--- src/rtl/pc_seq_pkg.sv ---
// pc_seq_pkg: state encodings and default sizing for the fetch/execute sequencer.
package pc_seq_pkg;
    typedef enum logic [2:0] {
        IDLE       = 3'd0,
        FETCH_ADDR = 3'd1,
        FETCH_DATA = 3'd2,
        EXEC       = 3'd3,
        HALTED     = 3'd4
    } state_t;
    localparam int STEP_W_DEF    = 3;
    localparam int MAX_STEPS_DEF = 8;
    localparam int CNT_W_DEF     = 16;
endpackage

--- src/rtl/pc_sequencer_if.sv ---
// pc_sequencer_if: memory/microcode handshake and PC/IR control strobes of the sequencer.
// step_req exists only when PC_SEQ_SINGLE_STEP_EN is defined.
interface pc_sequencer_if #(
    parameter int STEP_W = 3,
    parameter int CNT_W  = 16
);
    logic              mem_ready;
    logic              jump_req;
    logic              exec_done;
    logic              halt;
`ifdef PC_SEQ_SINGLE_STEP_EN
    logic              step_req;
`endif
    logic              pc_load_bar;
    logic              pc_en_bar;
    logic              pc_inc;
    logic              ar_load;
    logic              ir_load;
    logic [STEP_W-1:0] step;
    logic [2:0]        state;
    logic [CNT_W-1:0]  instr_count;
    modport master (
        input  mem_ready, jump_req, exec_done, halt,
`ifdef PC_SEQ_SINGLE_STEP_EN
        input  step_req,
`endif
        output pc_load_bar, pc_en_bar, pc_inc, ar_load, ir_load, step, state, instr_count
    );
    modport slave (
        output mem_ready, jump_req, exec_done, halt,
`ifdef PC_SEQ_SINGLE_STEP_EN
        output step_req,
`endif
        input  pc_load_bar, pc_en_bar, pc_inc, ar_load, ir_load, step, state, instr_count
    );
endinterface

--- src/rtl/pc_seq_step_ctr.sv ---
// pc_seq_step_ctr: microstep counter with clear, increment and terminal-count flag.
module pc_seq_step_ctr #(
    parameter int STEP_W    = 3,
    parameter int MAX_STEPS = 8
) (
    input  logic              clk,
    input  logic              reset,
    input  logic              clr,
    input  logic              inc,
    output logic [STEP_W-1:0] step,
    output logic              tc
);
    always_ff @(posedge clk or posedge reset) begin
        if (reset) step <= '0;
        else if (clr) step <= '0;
        else if (inc) step <= step + 1'b1;
    end
    assign tc = step == STEP_W'(MAX_STEPS - 1);
endmodule

--- src/rtl/pc_sequencer.sv ---
// pc_sequencer: fetch/execute FSM driving PC, address-register and instruction-register strobes.
// Optional PC_SEQ_SINGLE_STEP_EN gates each fetch on a step_req pulse.
module pc_sequencer
    import pc_seq_pkg::*;
#(
    parameter int STEP_W    = STEP_W_DEF,
    parameter int MAX_STEPS = MAX_STEPS_DEF,
    parameter int CNT_W     = CNT_W_DEF
) (
    input logic            clk,
    input logic            reset,
    pc_sequencer_if.master bus
);
    state_t            state_q, state_d;
    logic              go, fin, tc;
    logic [STEP_W-1:0] step_w;
    logic [CNT_W-1:0]  cnt_q;
`ifdef PC_SEQ_SINGLE_STEP_EN
    assign go = bus.step_req;
`else
    assign go = 1'b1;
`endif
    // an instruction retires on microcode's done or when the step budget runs out
    assign fin = state_q == EXEC && (bus.exec_done || tc);
    always_ff @(posedge clk or posedge reset) begin
        if (reset) state_q <= IDLE;
        else state_q <= state_d;
    end
    always_comb begin
        state_d = IDLE;
        case (state_q)
            IDLE:       state_d = bus.halt ? HALTED : FETCH_ADDR;
            FETCH_ADDR: state_d = go ? FETCH_DATA : FETCH_ADDR;
            FETCH_DATA: state_d = bus.mem_ready ? EXEC : FETCH_DATA;
            EXEC:       state_d = fin ? (bus.halt ? HALTED : FETCH_ADDR) : EXEC;
            HALTED:     state_d = bus.halt ? HALTED : FETCH_ADDR;
            default:    state_d = IDLE;
        endcase
    end
    // load and increment live in disjoint states, so they can never collide
    always_comb begin
        bus.pc_en_bar   = !(state_q == FETCH_ADDR && go);
        bus.ar_load     = state_q == FETCH_ADDR && go;
        bus.ir_load     = state_q == FETCH_DATA && bus.mem_ready;
        bus.pc_inc      = state_q == FETCH_DATA && bus.mem_ready;
        bus.pc_load_bar = !(state_q == EXEC && bus.jump_req);
    end
    always_ff @(posedge clk or posedge reset) begin
        if (reset) cnt_q <= '0;
        else if (fin) cnt_q <= cnt_q + 1'b1;
    end
    pc_seq_step_ctr #(.STEP_W(STEP_W), .MAX_STEPS(MAX_STEPS)) u_step (
        .clk   (clk),
        .reset (reset),
        .clr   (state_q != EXEC || fin),
        .inc   (state_q == EXEC),
        .step  (step_w),
        .tc    (tc)
    );
    assign bus.step        = step_w;
    assign bus.state       = state_q;
    assign bus.instr_count = cnt_q;
endmodule

--- src/flat_wrapper.sv ---
// flat-port wrapper written by rule: the top's interface ports become plain ports
module pc_sequencer_flat import pc_seq_pkg::*;
#(
    parameter int STEP_W    = STEP_W_DEF,
    parameter int MAX_STEPS = MAX_STEPS_DEF,
    parameter int CNT_W     = CNT_W_DEF
)
  (clk, reset, bus_mem_ready, bus_jump_req, bus_exec_done, bus_halt, bus_pc_load_bar, bus_pc_en_bar, bus_pc_inc, bus_ar_load, bus_ir_load, bus_step, bus_state, bus_instr_count);
  pc_sequencer_if #(.STEP_W(STEP_W), .CNT_W(CNT_W)) bus_i ();
  input logic clk;
  input logic reset;
  input wire logic [$bits(bus_i.mem_ready)-1:0] bus_mem_ready;
  input wire logic [$bits(bus_i.jump_req)-1:0] bus_jump_req;
  input wire logic [$bits(bus_i.exec_done)-1:0] bus_exec_done;
  input wire logic [$bits(bus_i.halt)-1:0] bus_halt;
  output wire logic [$bits(bus_i.pc_load_bar)-1:0] bus_pc_load_bar;
  output wire logic [$bits(bus_i.pc_en_bar)-1:0] bus_pc_en_bar;
  output wire logic [$bits(bus_i.pc_inc)-1:0] bus_pc_inc;
  output wire logic [$bits(bus_i.ar_load)-1:0] bus_ar_load;
  output wire logic [$bits(bus_i.ir_load)-1:0] bus_ir_load;
  output wire logic [$bits(bus_i.step)-1:0] bus_step;
  output wire logic [$bits(bus_i.state)-1:0] bus_state;
  output wire logic [$bits(bus_i.instr_count)-1:0] bus_instr_count;
  assign bus_i.mem_ready = bus_mem_ready;
  assign bus_i.jump_req = bus_jump_req;
  assign bus_i.exec_done = bus_exec_done;
  assign bus_i.halt = bus_halt;
  assign bus_pc_load_bar = bus_i.pc_load_bar;
  assign bus_pc_en_bar = bus_i.pc_en_bar;
  assign bus_pc_inc = bus_i.pc_inc;
  assign bus_ar_load = bus_i.ar_load;
  assign bus_ir_load = bus_i.ir_load;
  assign bus_step = bus_i.step;
  assign bus_state = bus_i.state;
  assign bus_instr_count = bus_i.instr_count;
  pc_sequencer #(.STEP_W(STEP_W), .MAX_STEPS(MAX_STEPS), .CNT_W(CNT_W)) u_core (.clk(clk), .reset(reset), .bus(bus_i));
endmodule
--- config.mk ---
export PLATFORM = sky130hd
export DESIGN_NAME = pc_sequencer_flat
export DESIGN_NICKNAME = d
export VERILOG_FILES = /design/src/rtl/pc_seq_pkg.sv /design/src/rtl/pc_sequencer_if.sv /design/src/rtl/pc_seq_step_ctr.sv /design/src/rtl/pc_sequencer.sv /design/src/flat_wrapper.sv
export SDC_FILE = /design/constraint.sdc
export NUM_CORES = 1
export LEC_CHECK = 0
export ABC_AREA = 1
export CORE_UTILIZATION = 38
export DETAILED_ROUTE_END_ITERATION = 10
export PLACE_DENSITY = 0.65
export SYNTH_ARGS = -nofsm -noshare
export SYNTH_HDL_FRONTEND = slang
export SYNTH_SLANG_ARGS = --single-unit
--- constraint.sdc ---
create_clock -name clk -period 2.01 [get_ports clk]
set_input_delay 0.201 -clock clk [delete_from_list [all_inputs] [get_ports clk]]
set_output_delay 0.201 -clock clk [all_outputs]
set_load 0.02 [all_outputs]
Word-level counts from Yosys, hierarchy flattened:

Index checks and enable logic that the tools add are counted.

* register bits: 22
* bits in latches: 0
* bits in writable memories: 0
* ROM bits: 0
* input bits: 6
* output and inout bits: 27
* logic and storage cells: 27
* memories kept: 0

* $add $sub $neg: 2
* multiply operators: 0
* divide/modulo/power cells: 0
* order comparisons: 0
* equal/unequal tests: 6
* shifts and indexed selects: 0
* muxes and demuxes: 6
* bitwise logic cells: 0
* reduce and logical (&&, ||, !) cells: 10

Operators by type and width (count)
* $add A16 B1 Y16 const B: 1
* $mux W3: 4
* $pmux W3 S4: 1
* $eq A3 B2 Y1 const B: 2
* $eq A3 B3 Y1 const B: 2
* $add A3 B1 Y3 const B: 1
* $eq A3 B1 Y1 const B: 1
* $logic_and A1 B1 Y1: 3
* $logic_not A3 Y1: 1
* $ne A3 B2 Y1 const B: 1
* $logic_not A1 Y1: 2
* $logic_or A1 B1 Y1: 2
* $reduce_bool A2 Y1: 1
* $reduce_or A2 Y1: 1
* $mux W1: 1

Longest topological paths before layout:

Gate-level depths: netlist (run 1).

* depth in word-level cells: 5
* depth in mapped cells: 9

Modules after synthesis:

Synthesis (run 1) repeated with hierarchy kept, for this count alone.

* cell total of the unflattened synthesis: 135
* area total of the unflattened synthesis: 1142.3 sq um

Modules (own cells, without submodules)
* pc_sequencer: instances 1, cells an instance 117, area each 987.2 sq um, sequential area each 475.5 sq um
* pc_seq_step_ctr: instances 1, cells an instance 18, area each 155.1 sq um, sequential area each 75.1 sq um

Least setup slack after synthesis (run 1):

Ideal clock, no wire load.

* path kind: flip-flop to flip-flop
* start: reg u_core.state_q[2], in the netlist u_core.bus.state[2]
* end: reg u_core.state_q[1], in the netlist u_core.bus.state[1]
* setup time: 0.075 ns
* arrival: 1.491 ns
* required time: 1.935 ns
* slack: 0.444 ns
* stages on the path, launching flop included: 4
* buffers on the path: 0
* path through: dfrtp_1 nor3_1 inv_1 nand3b_1

* elaborated cells on any way between the ends: 9
* those cells by class: eq/ne (4); mux (2); reduce/logical (3)

RTL lines
* start, declared: line pc_sequencer.sv:14 `state_t state_q, state_d;`
* start signal, assigned: line pc_sequencer.sv:27 `else state_q <= state_d;`
* $eq A3 B1 Y1
* via bus_ar_load: line flat_wrapper.sv:19 `output wire logic [$bits(bus_i.ar_load)-1:0] bus_ar_load;`
* $pmux W3 S4: line pc_sequencer.sv:31 `case (state_q)`
* via u_core.state_d[1]: line pc_sequencer.sv:14

The timed path passes the listed nets, and every way through them passes these cells.
A chain may end at the register's enable or synchronous reset.

Worst setup path after layout (run 1):

* start: reg u_core.state_q[2], in the netlist u_core.bus.state[2]
* end: out bus_ar_load

* longest elaborated chain between the ends: 1

RTL lines
* $eq A3 B1 Y1: line pc_sequencer.sv:43 `bus.ar_load = state_q == FETCH_ADDR && go;`
* end, declared: line flat_wrapper.sv:19

No other way between the ends.

==> results.md, run 1 <==
- The run finished with clean final reports.
- The count of routing violations after the opening detailed-route iteration is 36.
- After layout, the minimum clock period comes to between 1.5 and 2 ns.
- Clock skew on the completed layout was measured at roughly 0.0072 ns.
- Based on the critical path, the design can be clocked at up to about 540 MHz.
- The cell count after synthesis is around 160.
- Summing every instance area after synthesis gives 1210 µm².
- The number of top-level pins is 33.
- The initial utilization of the core area, before any placement, comes to 0.399.
- The clock buffer count from CTS is 3.
- At the end of routability-driven placement, the weighted congestion stood at 0.803.
- The worst-case vdd ir drop is between 0.5 and 0.6 mV.
- Input and output buffers added on the ports amount to 32.
- Setup violations remaining at the end of the flow were counted as 0.
- The utilization after layout is 0.535.
- The fill cell instance count of the final layout is 285.
- Dividing total power by cell area gives a power density of about 910 nW/µm².
- The clock passes through at most 2 buffers.
- The number of antenna diodes in the final layout is 0.
- The floorplan step defined a core boundary enclosing ~3000 µm².
- The maximum number of pins on one net before global-route repair is 23.
- The clock reaches the later pin of the worst-skew pair after about 0.30 ns.
- The worst hold path class is in -> async.
- The floorplan has 20 rows.
- The initial antenna violation count came to 0.
- The total count of hold-check failures in the final report is 0.
- CTS built an H-tree with a depth of 1.
- The critical path required time is 1.81 ns.
- The floorplan step set the die height to between 50 and 60 µm.
- The global-route wire length before repair is 4460 µm.
- The Yosys step of the flow raised 0 warnings.
- Of the synthesized area, sequential elements account for 0.456.
- The category of the worst setup path launch point is a flop.
- Summed over all layers, the routed wires come to around 2600 µm.
- The total negative slack is 0 ns.
- The routed length per placed instance is 11.0 µm.
- The critical path arrival is 1.64 ns.
- In the finished design, the share of the clock period the worst path needs comes to 0.918.
- The via count of the first global-routing pass is around 1000.
- CTS saw 22 sinks.
- Measured against its own limit, the worst slew margin works out to 0.798.
- The first detailed-routing pass ran for 4 iterations.
- The detailed router put a total of between 1000 and 1500 µm of wire on met1.
- Relative to the synthesized area, the layout overhead comes to 34.1%.
- In the global route stage, overall resource usage came out at 0.173.
- Max-cap violations in this run came to 0.
- In the routed design, unresolved DRC markers number 0.
- The post-synthesis register bit count is 22.
- The mean area per synthesized cell is roughly 7.8 µm².
- The net total in the final layout is 200.
- Setup repair after global routing left no endpoint under its margin.
- Detailed routing placed a total of 1250 µm of wire on met2.
- The slew of the pin with the lowest slew margin is 0.302 ns.
- Global routing finished with a remaining overflow of 0.
- The class of the most critical setup path is reg -> out.
- The total count of max-transition violations in the final report is 0.
- The detailed-route via count is around 1100.
- The floorplan step defined a die boundary enclosing 3410 µm².
- The half-perimeter wire length of the detailed placement result is between 2000 and 2500 µm.
- The net count after synthesis is 164.
- After clock tree synthesis, the clock-pin slew on the worst setup and hold paths is 0.12 ns.
- The total length of routed met3 wires is between 100 and 150 µm.
- The footprint of the multi-input gates is roughly 550 µm².
- STA classifies the critical path endpoint as an output port.
- The number of nets with antenna violations after routing is 0.
- In the final layout, the share of cells above drive strength 1 is 0.0737.
- The footprint of the flip-flops and latches is between 500 and 600 µm².
- The root buffer selected by CTS is sky130_fd_sc_hd__clkbuf_4.
- The number of distinct standard cells referenced by the synthesized netlist is 20.
- The highest layer touched by signal routing is met4.
- The analysis attributes to cell leakage a power of between 0.7 and 0.8 nW.
- The per-cell via count in the routed design is around 4.7.
- The maximum fanout along the worst path is 5.
- TritonCTS built the clock tree.
- The die is a little under 60 µm wide.
cell usage in the layout, fill, tap and decap left out, types with 3 or more instances in the layout:
cell type and instances:
sky130_fd_sc_hd__nand2_1 47, sky130_fd_sc_hd__clkdlybuf4s50_1 30, sky130_fd_sc_hd__inv_1 24, sky130_fd_sc_hd__dfrtp_1 21
sky130_fd_sc_hd__nor2_1 19, sky130_fd_sc_hd__nand3_1 8, sky130_fd_sc_hd__nand4_1 6, sky130_fd_sc_hd__xnor2_1 5
sky130_fd_sc_hd__nor2_4 3, sky130_fd_sc_hd__nor2_2 3, sky130_fd_sc_hd__o21ai_0 3, sky130_fd_sc_hd__ha_1 3
sky130_fd_sc_hd__clkbuf_4 3
logic make-up (layout without fill, tap and decap cells):
family	Yosys count	after routing	share of synthesized area
and+or+nand+nor	92	92	0.347
adders and majority gates	3	3	0.0311
buffers and inverters	26	61	0.0902
DFF	22	22	0.456
AOI/OAI and AO/OA	5	5	0.0249
xor gates and xnor gates	7	7	0.0508
critical path, cell delays in order, from the launching register on:
cell	delay, ns
sky130_fd_sc_hd__dfrtp_1	0.46
sky130_fd_sc_hd__nor3_1	0.24
sky130_fd_sc_hd__clkdlybuf4s50_1	0.64
flip-flops by register name, summed over array words and instances (netlist names):
register / count
u_core.bus.instr_count: 16
u_core.u_step.step: 3
u_core.bus.state: 3
cell usage after synthesis:
| library cell | instances | area share |
|---|---|---|
| sky130_fd_sc_hd__buf_6 | 1 | 0.0093 |
| sky130_fd_sc_hd__nand3_2 | 1 | 0.0083 |
| sky130_fd_sc_hd__nand4_1 | 6 | 0.031 |
| sky130_fd_sc_hd__xor2_1 | 2 | 0.015 |
| sky130_fd_sc_hd__nand2_4 | 1 | 0.0093 |
| sky130_fd_sc_hd__o21ai_0 | 3 | 0.012 |
| sky130_fd_sc_hd__dfrtp_1 | 22 | 0.46 |
| sky130_fd_sc_hd__xnor2_1 | 5 | 0.036 |
| sky130_fd_sc_hd__o21a_1 | 1 | 0.0062 |
| sky130_fd_sc_hd__nor2_1 | 19 | 0.059 |
| sky130_fd_sc_hd__ha_1 | 3 | 0.031 |
| sky130_fd_sc_hd__nor2_4 | 2 | 0.019 |
| sky130_fd_sc_hd__o211ai_1 | 1 | 0.0062 |
| sky130_fd_sc_hd__inv_1 | 24 | 0.075 |
| sky130_fd_sc_hd__nand3_1 | 8 | 0.033 |
| sky130_fd_sc_hd__buf_4 | 1 | 0.0062 |
| sky130_fd_sc_hd__nand2_1 | 47 | 0.15 |
| sky130_fd_sc_hd__nand3b_1 | 2 | 0.012 |
| sky130_fd_sc_hd__nor3_1 | 2 | 0.0083 |
| sky130_fd_sc_hd__nor2_2 | 4 | 0.021 |
metal layers:
| layer | global-route usage | vias up |
|---|---|---|
| met3 | 0.0462 | 2 |
| li1 | - | 550 |
| met1 | 0.236 | 511 |
| met5 | 0 | - |
| met2 | 0.276 | 27 |
| met4 | 0.0408 | 0 |
timing repair:
item,CTS,global route
gates resized for setup,0,4
setup endpoints to repair,0,6
endpoints found under the hold margin,0,0
buffers inserted,0,0
hold buffers,0,0
stage by stage:
stage               cell area (µm²)  power (mW)  worst slack [ns]  instances  hold slack, ns
finish                         1620        1.47             0.165        234           0.217
floorplan                      1210       0.976             0.444        155           0.190
CTS                            1610        1.49            0.0149        234           0.219
global route                   1620        1.57            0.0618        234           0.228
detailed placement             1570        1.24             0.197        230           0.508
global placement               1570        1.24             0.302        230           0.442
worst paths after layout:
check	endpoint	start	slack [ns]	cells after the start
min reg2reg	u_core.u_step.step[0]	u_core.u_step.step[0]	0.52	1
max in group asynchronous	u_core.bus.state[1]	reset	1.55	3
max reg2reg	u_core.bus.instr_count[9]	u_core.u_step.step[0]	0.34	8
max	bus_ar_load	u_core.bus.state[2]	0.16	2
min	u_core.u_step.step[1]	reset	0.22	3
min in group clk	u_core.bus.state[2]	bus_halt	0.46	2
cell type report:
class                      instances  area share
multi-input combinational        107       0.342
tap                               44      0.0340
sequential                        22       0.341
inverter                          24      0.0556
timing repair buffer              33       0.206
clock buffer                       4      0.0224
power breakdown:
part / switching (mW) / total [mW] / leakage (nW) / internal (mW)
Combinational: 0.332 / 0.609 / 0.444 / 0.277
Sequential: 0.103 / 0.625 / 0.292 / 0.521
Clock: 0.126 / 0.236 / 0.0210 / 0.111
Note: power is estimated with default switching activity, not from simulation.
==> run 2, diff against run 1 <==
CTS_CLUSTER_SIZE = 16   (was not set)
==> results of run 2 <==
Same layout as run 1: the final DEF is identical, and so are final timing and power.
==> run 3, diff against run 2 <==
--- a/config.mk
+++ b/config.mk
@@ -12,2 +12,3 @@
 export PLACE_DENSITY = 0.65
+export SETUP_SLACK_MARGIN = 0.15
 export SYNTH_ARGS = -nofsm -noshare
--- a/constraint.sdc
+++ b/constraint.sdc
@@ -3,2 +3,2 @@
 set_output_delay 0.201 -clock clk [all_outputs]
-set_load 0.02 [all_outputs]
+set_load 0.1 [all_outputs]
==> results.md, run 3 (synthesis gave the netlist of run 1 again) <==
- The antenna diode count is 0.
- STA classifies the critical path endpoint as an output port.
- The die outline area is around 3400 µm².
- The detailed-route wire length is roughly 2500 µm.
- The final number of setup-violating endpoints is 0.
- The fraction of layout instances using a drive strength above 1 is 0.263.
- The root buffer selected by CTS is sky130_fd_sc_hd__clkbuf_4.
- Counting cells, the worst reg-to-reg path comes to 8.
- The gate family responsible for the most delay along the worst path is flip-flops.
- The worst setup path is of the reg -> out kind.
- Derived from the worst setup path, the maximum achievable clock frequency is around 580 MHz.
- Summed over all nets, the half-perimeter wirelength after detailed placement is about 2000 µm.
- The clock network latency to the later pin of the worst-skew pair is 0.30 ns.
- The worst pin sits at a relative slew slack of 0.809.
- The total count of hold-check failures in the final report is 0.
- The count of standard-cell rows is 20.
- Port buffering added 32 buffers.
- The number of top-level pins is 33.
- The reg-to-reg critical path startpoint is u_core.u_step.step[0].
- In the routed design, unresolved DRC markers number 0.
- The total count of max-transition violations in the final report is 0.
- After detailed placement, the design holds a cell count of between 200 and 250.
- The leakage component of the power is ~0.76 nW.
- Clock skew on the completed layout was measured at ~0.0045 ns.
- The worst-case vdd ir drop is just under 0.9 mV.
- The routed length per placed instance is 10.8 µm.
- The clock tree from TritonCTS is yes.
- The congestion estimate from routability-driven global placement came to slightly above 0.8.
- The initial antenna violation count is 0.
- Setup repair after global routing left no endpoint under its margin.
- The setup fix buffers added after clock tree synthesis is 0.
- Counting the fill cells in the layout gives 283.
- The part of the cycle the worst path needs is 0.862.
- Across all register-to-register paths, the minimum setup slack is 0.40 ns.
- Using the TritonRoute via totals, the vias-per-cell ratio works out to ~4.5.
- The total negative slack is 0 ns.
- The number of buffers and inverters on the critical path is 2.
- The via count of the first global-routing pass is about 960.
- From synthesis to final layout, the design area changed by 34.2%.
- The count of cell instances traversed by the critical path is 3.
- STA puts the critical path data required time at between 1.5 and 2 ns.
- The total chip power is 2.19 mW.
- The maximum fanout along the worst path is 6.
- The total overflow left after global routing is 0.
- The worst setup path is launched from a flop.
- The max-cap check violation count is 0.
- The clock-pin slew reported for the worst setup and hold paths after clock tree synthesis is 0.12 ns.
- The die outline width is roughly 58 µm.
- The net count of the finished layout is 200.
- The area after detailed placement is about 1600 µm².
- The floorplan step defined a core boundary enclosing between 3000 and 4000 µm².
- The worst-case clock buffer depth is 2.
- The worst hold path class is in -> async.
- The worst-case hold slack is 0.210 ns.
- The length of the first detailed-routing pass in iterations is 4.
- OpenSTA, run right after detailed placement, puts the worst setup slack at ~0.24 ns.
- Once detail routing completed, the nets flagged for antenna violations numbered 0.
- The global-route wire length before repair is 4310 µm.
- The worst setup path startpoint is u_core.bus.state[1].
- The slowest stage of the critical path belongs to the cell sky130_fd_sc_hd__dfrtp_4.
- The time the final worst path needs with I/O delays and setup is roughly 1.7 ns.
- The library cells used most frequently in the layout, excluding fill and tap cells, are 47 x sky130_fd_sc_hd__nand2_1, 24 x sky130_fd_sc_hd__buf_4, 21 x sky130_fd_sc_hd__inv_1, 19 x sky130_fd_sc_hd__nor2_1, 15 x sky130_fd_sc_hd__dfrtp_1.
- In this run the critical register-to-register path is captured at u_core.bus.instr_count[14].
- The count of routing violations after the opening detailed-route iteration is 27.
- Walking the worst path, the cells encountered are nor3_4 -> clkinvlp_4 -> buf_4.
- In this run, post-CTS hold repair placed 0 buffers.
- The critical path arrival is 1.53 ns.
- The die is about 60 µm tall.
- For this run, the slowest stage of the critical path takes ~0.54 ns.
- Leaving out fill and tap cells, the most frequent cell in the layout is sky130_fd_sc_hd__nand2_1.
- Entering global routing, the biggest net connects 23 pins.
- For this configuration, the core starts out at a cell density of 0.399.
- The clock buffer count from CTS is 3.
- The setup slack of the critical path after layout is between 0.2 and 0.3 ns.
- In the global route stage, overall resource usage came out at 0.167.
- The utilization after layout is 0.535.
- For this run, the number of standard cells in the final layout without fillers is about 230.
- In this run the power density over the cells is approximately 1400 nW/µm².
- The slew of the pin with the lowest slew margin is 0.287 ns.
- In this run the worst setup path terminates at bus_pc_en_bar.
- The cell area after layout is about 1600 µm².
- The CTS H-tree depth is 1.
- The flow ran to the end, and the final reports show no timing, DRC or antenna violations.
- The routed layout has roughly 1100 vias.
- The sink count of the clock tree is 22.
- The register with the most flip-flops in the layout has 16 of them.
==> run 3: worst min path at each step <==
stage | slack (ns) | to | cells past startpoint | start
6_report | 0.21 | u_core.u_step.step[0] | 3 | reset
5_1_grt | 0.24 | u_core.u_step.step[2] | 3 | reset
4_1_cts | 0.22 | u_core.u_step.step[0] | 3 | reset
3_5_place_dp | 0.45 | u_core.u_step.step[0] | 1 | u_core.u_step.step[0]
3_3_place_gp | 0.44 | u_core.u_step.step[0] | 1 | u_core.u_step.step[0]
2_1_floorplan | 0.19 | u_core.bus.instr_count[10] | 1 | reset
==> run 3: final cells by class <==
cell class / instances / area, µm² / share of cell area
clock buffer: 4 / 26.3 / 0.0162
timing repair buffer: 33 / 310 / 0.192
sequential: 22 / 567 / 0.350
inverter: 24 / 97.6 / 0.0602
tap: 44 / 55.1 / 0.0340
multi-input combinational: 107 / 564 / 0.348
==> run 3: routing by layer <==
layer  share of wire  global-route usage  vias to the layer above
met2            0.48               0.263                       19
li1                -                   -                      547
met4           0.014              0.0408                        0
met1            0.46               0.228                      491
met3           0.040              0.0484                        4
met5               0                   0                        -
==> run 3: worst reg2reg max path, cell delays in order (launching register included) <==
cell and delay (ns):
sky130_fd_sc_hd__dfrtp_2 0.43, sky130_fd_sc_hd__ha_1 0.20, sky130_fd_sc_hd__ha_1 0.18, sky130_fd_sc_hd__nor2_1 0.25, sky130_fd_sc_hd__nor2_4 0.13, sky130_fd_sc_hd__nand2_1 0.16
sky130_fd_sc_hd__nor2_1 0.06, sky130_fd_sc_hd__nand3_1 0.07, sky130_fd_sc_hd__nand2_1 0.05
==> run 3: repair_timing <==
item / 4_1_cts / 5_1_grt
endpoints found under the hold margin: 0 / 0
gates resized for setup: 0 / 1
endpoints found under the setup margin: 0 / 5
==> run 3: power by group <==
group | switching, mW | internal, mW
registers | 0.123 | 0.541
logic | 1.02 | 0.304
clock network | 0.127 | 0.0774
